## src/rtl/fetch_pkg.sv

```systemverilog
// Shared types and constants for the instruction fetch sequencer.
package fetch_pkg;

  localparam int unsigned INSTR_W = 32;
  localparam int unsigned ADDR_W  = 64;
  localparam logic [ADDR_W-1:0] PC_STEP = 64'd4;

  typedef enum logic [1:0] {
    ST_IDLE  = 2'd0,
    ST_FETCH = 2'd1,
    ST_VALID = 2'd2,
    ST_HALT  = 2'd3
  } fetch_state_e;

  function automatic logic is_aligned(input logic [ADDR_W-1:0] addr);
    return (addr[1:0] == 2'b00);
  endfunction

endpackage

```

## src/rtl/fetch_wait_counter.sv

```systemverilog
// Counts memory wait cycles while a fetch holds its address; done_o marks the capture cycle.
module fetch_wait_counter #(
  parameter int unsigned WAIT_CYCLES = 2
) (
  input  logic clk_i,
  input  logic rst_i,
  input  logic clear_i,
  input  logic en_i,
  output logic done_o
);

  localparam int unsigned CW = $clog2(WAIT_CYCLES + 1);
  localparam logic [CW-1:0] LAST = CW'(WAIT_CYCLES - 1);

  logic [CW-1:0] cnt_q, cnt_d;

  always_comb begin
    cnt_d = cnt_q;
    if (clear_i) begin
      cnt_d = '0;
    end else if (en_i) begin
      cnt_d = cnt_q + CW'(1);
    end
  end

  always_ff @(posedge clk_i) begin
    if (rst_i) begin
      cnt_q <= '0;
    end else begin
      cnt_q <= cnt_d;
    end
  end

  assign done_o = (cnt_q == LAST);

endmodule

```

## src/rtl/imem_fetch_sequencer.sv

```systemverilog
// Program counter, fetch FSM and capture registers feeding decode over valid/ready.
// Handshake: Instr/InstrPC are held while InstrValid=1; a transfer happens on a
// rising edge where InstrValid=1 and InstrReady=1, unless Redirect is high that cycle.
module imem_fetch_sequencer
  import fetch_pkg::*;
#(
  parameter logic [ADDR_W-1:0] RESET_PC    = 64'h0,
  parameter int unsigned       WAIT_CYCLES = 2,
  parameter logic [ADDR_W-1:0] PC_LIMIT    = 64'h060
) (
  input  logic               CLK,
  input  logic               Reset,
  input  logic               Enable,
  output logic [ADDR_W-1:0]  IMemAddress,
  input  logic [INSTR_W-1:0] IMemData,
  input  logic               Redirect,
  input  logic [ADDR_W-1:0]  RedirectPC,
  output logic               InstrValid,
  input  logic               InstrReady,
  output logic [INSTR_W-1:0] Instr,
  output logic [ADDR_W-1:0]  InstrPC,
  output logic               Halted,
  output logic               Fault,
  output logic [1:0]         DbgState
);

  fetch_state_e       state_q, state_d;
  logic [ADDR_W-1:0]  pc_q, pc_d;
  logic [ADDR_W-1:0]  addr_q;
  logic [INSTR_W-1:0] instr_q, instr_d;
  logic [ADDR_W-1:0]  instr_pc_q, instr_pc_d;
  logic               fault_q, fault_d;
  logic               cnt_clear, cnt_en, cnt_done;
  logic               redir_ignored;

  fetch_wait_counter #(
    .WAIT_CYCLES(WAIT_CYCLES)
  ) u_wait (
    .clk_i  (CLK),
    .rst_i  (Reset),
    .clear_i(cnt_clear),
    .en_i   (cnt_en),
    .done_o (cnt_done)
  );

  // Once halted, only a fault-free aligned redirect back into the program restarts fetch.
  assign redir_ignored = (state_q == ST_HALT) && (fault_q || (RedirectPC >= PC_LIMIT));

  always_comb begin
    state_d    = state_q;
    pc_d       = pc_q;
    instr_d    = instr_q;
    instr_pc_d = instr_pc_q;
    fault_d    = fault_q;
    cnt_clear  = 1'b0;
    cnt_en     = 1'b0;

    case (state_q)
      ST_IDLE: begin
        cnt_clear = 1'b1;
        if (Enable) state_d = ST_FETCH;
      end
      ST_FETCH: begin
        cnt_en = 1'b1;
        if (cnt_done) begin
          instr_d    = IMemData;
          instr_pc_d = pc_q;
          pc_d       = pc_q + PC_STEP;
          state_d    = ST_VALID;
        end
      end
      ST_VALID: begin
        cnt_clear = 1'b1;
        if (InstrReady) begin
          if (pc_q >= PC_LIMIT) state_d = ST_HALT;
          else if (Enable)      state_d = ST_FETCH;
          else                  state_d = ST_IDLE;
        end
      end
      default: begin
        cnt_clear = 1'b1;
      end
    endcase

    // Redirect overrides any capture or handshake decided above.
    if (Redirect) begin
      if (!is_aligned(RedirectPC)) begin
        instr_d    = instr_q;
        instr_pc_d = instr_pc_q;
        pc_d       = pc_q;
        fault_d    = 1'b1;
        cnt_clear  = 1'b1;
        cnt_en     = 1'b0;
        state_d    = ST_HALT;
      end else if (!redir_ignored) begin
        instr_d    = instr_q;
        instr_pc_d = instr_pc_q;
        pc_d       = RedirectPC;
        cnt_clear  = 1'b1;
        cnt_en     = 1'b0;
        state_d    = (state_q == ST_IDLE) ? ST_IDLE : ST_FETCH;
      end
    end
  end

  always_ff @(posedge CLK) begin
    if (Reset) begin
      state_q    <= ST_IDLE;
      pc_q       <= RESET_PC;
      addr_q     <= RESET_PC;
      instr_q    <= '0;
      instr_pc_q <= '0;
      fault_q    <= 1'b0;
    end else begin
      state_q    <= state_d;
      pc_q       <= pc_d;
      addr_q     <= pc_d;
      instr_q    <= instr_d;
      instr_pc_q <= instr_pc_d;
      fault_q    <= fault_d;
    end
  end

  assign IMemAddress = addr_q;
  assign InstrValid  = (state_q == ST_VALID);
  assign Instr       = instr_q;
  assign InstrPC     = instr_pc_q;
  assign Halted      = (state_q == ST_HALT);
  assign Fault       = fault_q;
  assign DbgState    = state_q;

endmodule

```

## config.mk

```make
export PLATFORM = sky130hd
export DESIGN_NAME = imem_fetch_sequencer
export DESIGN_NICKNAME = d
export VERILOG_FILES = /design/src/rtl/fetch_pkg.sv /design/src/rtl/fetch_wait_counter.sv /design/src/rtl/imem_fetch_sequencer.sv
export SDC_FILE = /design/constraint.sdc
export NUM_CORES = 1
export LEC_CHECK = 0
export BUFFER_PORTS_ARGS = -buffer_cell sky130_fd_sc_hd__buf_2
export CAP_MARGIN = 20
export CORE_ASPECT_RATIO = 0.8
export CORE_MARGIN = 2
export CORE_UTILIZATION = 45
export CTS_CLUSTER_DIAMETER = 60
export DETAILED_ROUTE_END_ITERATION = 7
export GPL_TIMING_DRIVEN = 0
export PLACE_DENSITY = 0.76
export SETUP_SLACK_MARGIN = 0.5
export SYNTH_ARGS = -nofsm -noshare
export SYNTH_HDL_FRONTEND = slang
export SYNTH_HIERARCHICAL = 1
export SYNTH_SLANG_ARGS = --single-unit
```

## constraint.sdc

```tcl
create_clock -name CLK -period 3.8 [get_ports CLK]
set_input_delay 0.76 -clock CLK [delete_from_list [all_inputs] [get_ports CLK]]
set_output_delay 0.76 -clock CLK [all_outputs]
set_load 0.02 [all_outputs]
```

==> results.toml, run 1 <==
[worst_hold_path]
hold_depth = 2
holdCritPathClass = "reg -> reg"

[cts]
numCtsBuffers = 17
clock_sinks = 165
post_cts_buffers = 0
htreeDepth = 4
cts_resized = 0
cts_tree = "done"
clkLatencyLatePin_ns = 0.44
cts_root_buf = "clkbuf_16"
clk_pin_slew_ns = 0.07
cts_hold_buf = 0
max-clock-path-buffers = 2

[grt]
grt_overflow = 0
grtUsageTotal = 0.307
grt_pass1_vias = 8046
grt_max_degree = 19
antenna_found_initial = 3
grt_pass1_wl_mm = 45.3

[synthesis]
synth_area_leaders = "dfxtp_1, nand2_1, a21oi_1"
netlist_instances = 1035
avgSynthCellArea_um2 = 7.68
synth_edf_count = 0
synth.top_cell.area_share = 0.416
syn_nets = 1139
synth_area_um2 = 7950
synth_warnings = 6
synth_seq_area_share = 0.416
ys_ff_latch = 165
async_flop_share = 0
yosysUniqueCellTypes = 64
yosysMostFrequentCell = "nand2_1"
yosysTopAreaCell = "dfxtp_1"
synth_ff_type = "dfxtp_1"
synth_common_cells = "nand2_1, dfxtp_1, a21oi_1"

[drt]
drt_iter0_drc = 1031
drc_errors = 0
routed-via-count = 9027
wl_mm = 29.7
via_per_inst = 5.79
final_antenna_net_count = 0
drt_pass1_iterations = 6
detail_route.wl_per_cell_um = 19.1

[finish]
utilization = 0.586
drive_gt1_frac = 0.242
area_delta_synth_final_pct = 27.8
nNetsFinal = 1423
stdcell_count = 1559

[setup_path]
crit_fanout = 10
rr_worst_depth = 7
crit_buf_inv = 3
cp_data_required_time_ns = 4.13
crit_end = "IMemAddress[5]$_SDFFE_PP0N_"
crit_path_end_kind = "flop"
worst-path-stages = 8
cpPeakStageDelay_ns = 0.64
critPathTopFamily = "simple AND/OR/NAND/NOR gates"
r2r_start = "Fault$_SDFFE_PP0P_"
r2r-end = "IMemAddress[5]$_SDFFE_PP0N_"
reg2reg_slack_ns = 0.60
path_class = "in -> reg"
cpMaxStageDelayCell = "nor4_1"
setup.worst_path.start = "RedirectPC[54]"
cp-start-kind = "primary input"
worstPathCellList = "buf_2, nor4_1, and4_1, a41o_1, nand2_1, clkbuf_1, buf_1, a211oi_1"
worstPathArrival_ns = 3.62

[floorplanning]
die_w_um = 153
die_h_um = 123
std_cell_rows = 43
dieArea_um2 = 18800
start_util = 0.459
ios = 266
core_um2 = 17300

[power]
finalPower_mw = 4.14
seq_power_share = 0.451
leakage_nw = 3.98
max-vdd-ir-drop_v = 0.000242
p_sw_frac = 0.311
pwr-share-clk = 0.419
powerDensity_nw_per_um2 = 408
power_frac_comb = 0.131
internal_power_mw = 2.85
switchingPower_mw = 1.29

[sta]
timing.fmax_mhz = 304
setup_viol = 0
drv_slew = 0
tightest_slew_ns = 1.06
slew_headroom = 0.288
min_period_ns = 3.29
hold_viol = 0
fin_crit_sh = 0.865
tns_ns = 0
rsz0062_at_grt = "false"
skew_ns = 0.0141
fin_ws_ns = 0.514

[place]
place_ws_ns = 0.174
hpwl_mm = 22.5
gp_congestion = 0.994
dpl.cell_count = 1524
place.port_buffers = 264

[run_status]
status = "completed"

[run]
maxCapViolCount = 0
[cells by family (layout without fill, tap and decap cells)]
| group | count (synthesis) | count (layout) | share of synthesized area |
|---|---|---|---|
| multiplexers | 1 | 1 | 0.00142 |
| XOR/XNOR | 44 | 44 | 0.0485 |
| other | 0 | 2 | 0 |
| flip-flops | 165 | 165 | 0.416 |
| adder cells (fa/ha/maj) | 3 | 3 | 0.00472 |
| AO/OA/AOI/OAI | 206 | 206 | 0.162 |
| AND/OR/NAND/NOR | 516 | 516 | 0.316 |
| buffers and inverters | 100 | 397 | 0.0513 |
[placed cells by master, fill, tap and decap left out, types with 13 or more instances in the layout]
cell type / instances
clkbuf_16: 17
a21oi_1: 107
xnor2_1: 25
and4_1: 13
nor3_1: 21
nand3_1: 40
nor4_1: 51
xor2_1: 19
a211oi_1: 44
nor2_1: 79
buf_2: 273
clkbuf_1: 67
nand4_1: 32
dfxtp_1: 165
nand2_1: 224
[layer usage]
layer	GRT usage	wire length, µm
met2	0.461	12700
met3	0.0844	3050
met5	0	13
met4	0.0822	677
met1	0.435	13300
[tightest hold or removal path, cell delays in order (launching register included)]
cell	delay [ns]
dfxtp_1	0.31
nand2_1	0.05
a21oi_1	0.05
[metrics by stage]
stage	instance area, µm²	hold slack (ns)
floorplan	7950	0.483
global placement	9550	0.438
detailed placement	9550	0.443
CTS	10100	0.453
global route	10100	0.467
finish	10200	0.452
[worst min-delay path by stage]
stage,start,end
2_1_floorplan,u_wait/cnt_q[1]$_SDFFE_PP0P_,u_wait/cnt_q[1]$_SDFFE_PP0P_
3_3_place_gp,InstrPC[48]$_SDFFE_PP0P_,InstrPC[48]$_SDFFE_PP0P_
3_5_place_dp,InstrPC[0]$_SDFFE_PP0P_,InstrPC[0]$_SDFFE_PP0P_
4_1_cts,Instr[12]$_SDFFE_PP0P_,Instr[12]$_SDFFE_PP0P_
5_1_grt,InstrPC[35]$_SDFFE_PP0P_,InstrPC[35]$_SDFFE_PP0P_
6_report,InstrPC[41]$_SDFFE_PP0P_,InstrPC[41]$_SDFFE_PP0P_
[registers in the layout, summed over array words and instances, names as in the netlist, named ones only]
register and cells:
InstrPC 64, u_wait/cnt_q 2, Fault 1, IMemAddress 64, DbgState 1, Instr 32
[layout make-up]
cell class              instances  area, µm²
multi-input cells             770       4240
diodes                          2       5.00
inverters                      12       45.0
fillers                      1682       7170
flip-flops and latches        165       3300
clock inverters                15        161
well taps                     225        282
clock buffers                  17        425
plain buffers                  88        363
repair buffers                265       1330
[power groups by stage]
stage | logic (mW) | clock network (mW) | registers [mW]
detailed placement | 0.530 | 0 | 1.90
finish | 0.542 | 1.73 | 1.87
global route | 0.579 | 1.80 | 1.87
global placement | 0.528 | 0 | 1.90
floorplan | 0.244 | 0 | 1.95
CTS | 0.533 | 1.74 | 1.86
Power figures use the tool's default switching activity.
==> run 2: changes to the inputs <==
Settings changed: CELL_PAD_IN_SITES_DETAIL_PLACEMENT from default to 1, CELL_PAD_IN_SITES_GLOBAL_PLACEMENT from default to 1, CORE_UTILIZATION 45 to 39, PLACE_DENSITY 0.76 to 0.89.
==> run 2 against run 1 <==
Effect of this change: final area rose by 0.60%; sequential share of layout area shrank 0.20 points; maximum frequency increased by 3.5%; total power up 1.2%; setup slack better by 0.11 ns; core utilization down 7.3 points; routed wire length up 14%; combinational power up 3%; register-to-register slack improved by 0.02 ns; final cell count is 2.6% higher; flip-flop and latch count unchanged; critical path type is now reg -> reg; largest cell class unchanged; largest power group unchanged.
==> results.toml, run 2 (same netlist as run 1, synthesis figures left out) <==
[sta]
rsz0062_at_grt = "false"
fin_crit_sh = 0.836
worst_hold_slack_ns = 0.453
drv_slew = 0
timing.fmax_mhz = 315
hold_viol = 0
slew_headroom = 0.254
tightest_slew_ns = 1.11
tns_ns = 0
setup_viol = 0
skew_ns = 0.0129
min_period_ns = 3.18

[power]
powerDensity_nw_per_um2 = 410
pwr-share-clk = 0.420
p_sw_frac = 0.320
finalPower_mw = 4.19
max-vdd-ir-drop_v = 0.000237
internal_power_mw = 2.85
leakage_nw = 3.97
power_frac_comb = 0.133
seq_power_share = 0.446
switchingPower_mw = 1.34

[place]
placed_cell_area_um2 = 9600
gp_congestion = 0.943
place.port_buffers = 264
hpwl_mm = 25.4

[drt]
wl_met2_mm = 15.4
detail_route.wl_per_cell_um = 21.2
route.met3.wl_mm = 2.98
via_per_inst = 5.81
final_antenna_net_count = 0
wl_mm = 33.9
drt_pass1_iterations = 5
wl_met1_mm = 14.8
routed-via-count = 9291
drt_iter0_drc = 812
drc_errors = 0
dr.max_layer_used = "met5"

[floorplanning]
ios = 266
core_um2 = 19900
die_w_um = 164
dieArea_um2 = 21500
start_util = 0.399
die_h_um = 132
std_cell_rows = 46

[finish]
area_delta_synth_final_pct = 28.5
stdcell_area_um2 = 10200
utilization = 0.513
layout_common_cells = "buf_2, nand2_1, dfxtp_1, a21oi_1, nor2_1"
final_common_cell = "buf_2"
nNetsFinal = 1422
drive_gt1_frac = 0.244

[setup_path]
cp-start-kind = "flop"
cp_data_required_time_ns = 4.16
crit_fanout = 10
path_class = "reg -> reg"
worstPathArrival_ns = 3.54
crit_path_end_kind = "flop"

[cts]
cts_tree = "done"
htreeDepth = 4
numCtsBuffers = 17
clock_sinks = 165
cts_hold_buf = 0
clkLatencyLatePin_ns = 0.45
max-clock-path-buffers = 2
clk_pin_slew_ns = 0.07
cts_root_buf = "clkbuf_16"

[run_status]
status = "completed"

[grt]
grt_pass1_wl_mm = 51.3
grt_overflow = 0
grt_max_degree = 19
grtUsageTotal = 0.305
grt_pass1_vias = 9011
antenna_found_initial = 7

[worst_hold_path]
holdCritPathClass = "reg -> reg"

[run]
maxCapViolCount = 0
-- run 2: changes by cell type in the layout (fill, tap and decap cells not counted) --
cell,previous run,this run
clkinv_4,6,1
inv_6,1,6
diode_2,2,5
inv_8,6,3
nor4_1,51,48
nor4_2,0,3
clkinvlp_4,0,2
buf_6,3,2
clkinv_8,2,3
-- run 2: layout make-up --
cell class	count	area, µm²
Clock buffer	17	425
Sequential cell	165	3300
Multi-Input combinational cell	770	4260
Antenna cell	5	12.5
Inverter	12	45.0
Buffer	88	363
Timing Repair Buffer	264	1320
Clock inverter	15	159
Tap cell	264	330
Fill cell	2591	9700
-- run 2: path summary, 6_finish.rpt --
check	depth (start not counted)	end	from	slack, ns
hold reg to reg	2	InstrPC[38]$_SDFFE_PP0P_	InstrPC[38]$_SDFFE_PP0P_	0.45
setup reg to reg	6	IMemAddress[35]$_SDFFE_PP0N_	IMemAddress[12]$_SDFFE_PP0N_	0.62
hold / removal	2	InstrPC[38]$_SDFFE_PP0P_	InstrPC[38]$_SDFFE_PP0P_	0.45
setup / recovery	6	IMemAddress[35]$_SDFFE_PP0N_	IMemAddress[12]$_SDFFE_PP0N_	0.62
-- run 2: through the flow --
stage / instances / setup WS (ns)
floorplan: 1035 / 1.11
global placement: 1563 / 0.198
detailed placement: 1563 / 0.115
CTS: 1595 / 0.536
global route: 1598 / 0.518
finish: 1600 / 0.623
-- run 2: critical path: stages, from the launching register on --
cell and delay, ns:
dfxtp_1 0.52, nand4_2 0.35, nor4_1 1.02, nand3_1 0.45
nor4_1 0.42, xnor2_1 0.10, a211oi_1 0.22
-- run 2: power groups by stage --
stage                     clock network [mW]  registers, mW  logic, mW
after floorplan                            0           1.95      0.244
after global placement                     0           1.90      0.529
after detailed placement                   0           1.90      0.540
after CTS                               1.77           1.87      0.547
after global routing                    1.83           1.87      0.595
final                                   1.76           1.87      0.559
-- run 2: metal layers --
layer / global-route usage / vias up
met4: 0.0921 / 6
met1: 0.413 / 4548
met2: 0.479 / 421
li1: - / 4253
met5: 0 / -
met3: 0.0770 / 63
-- run 2: what timing repair did --
item	4_1_cts	5_1_grt
resized for setup	0	3
setup endpoints to repair	0	32
setup buffers	0	0
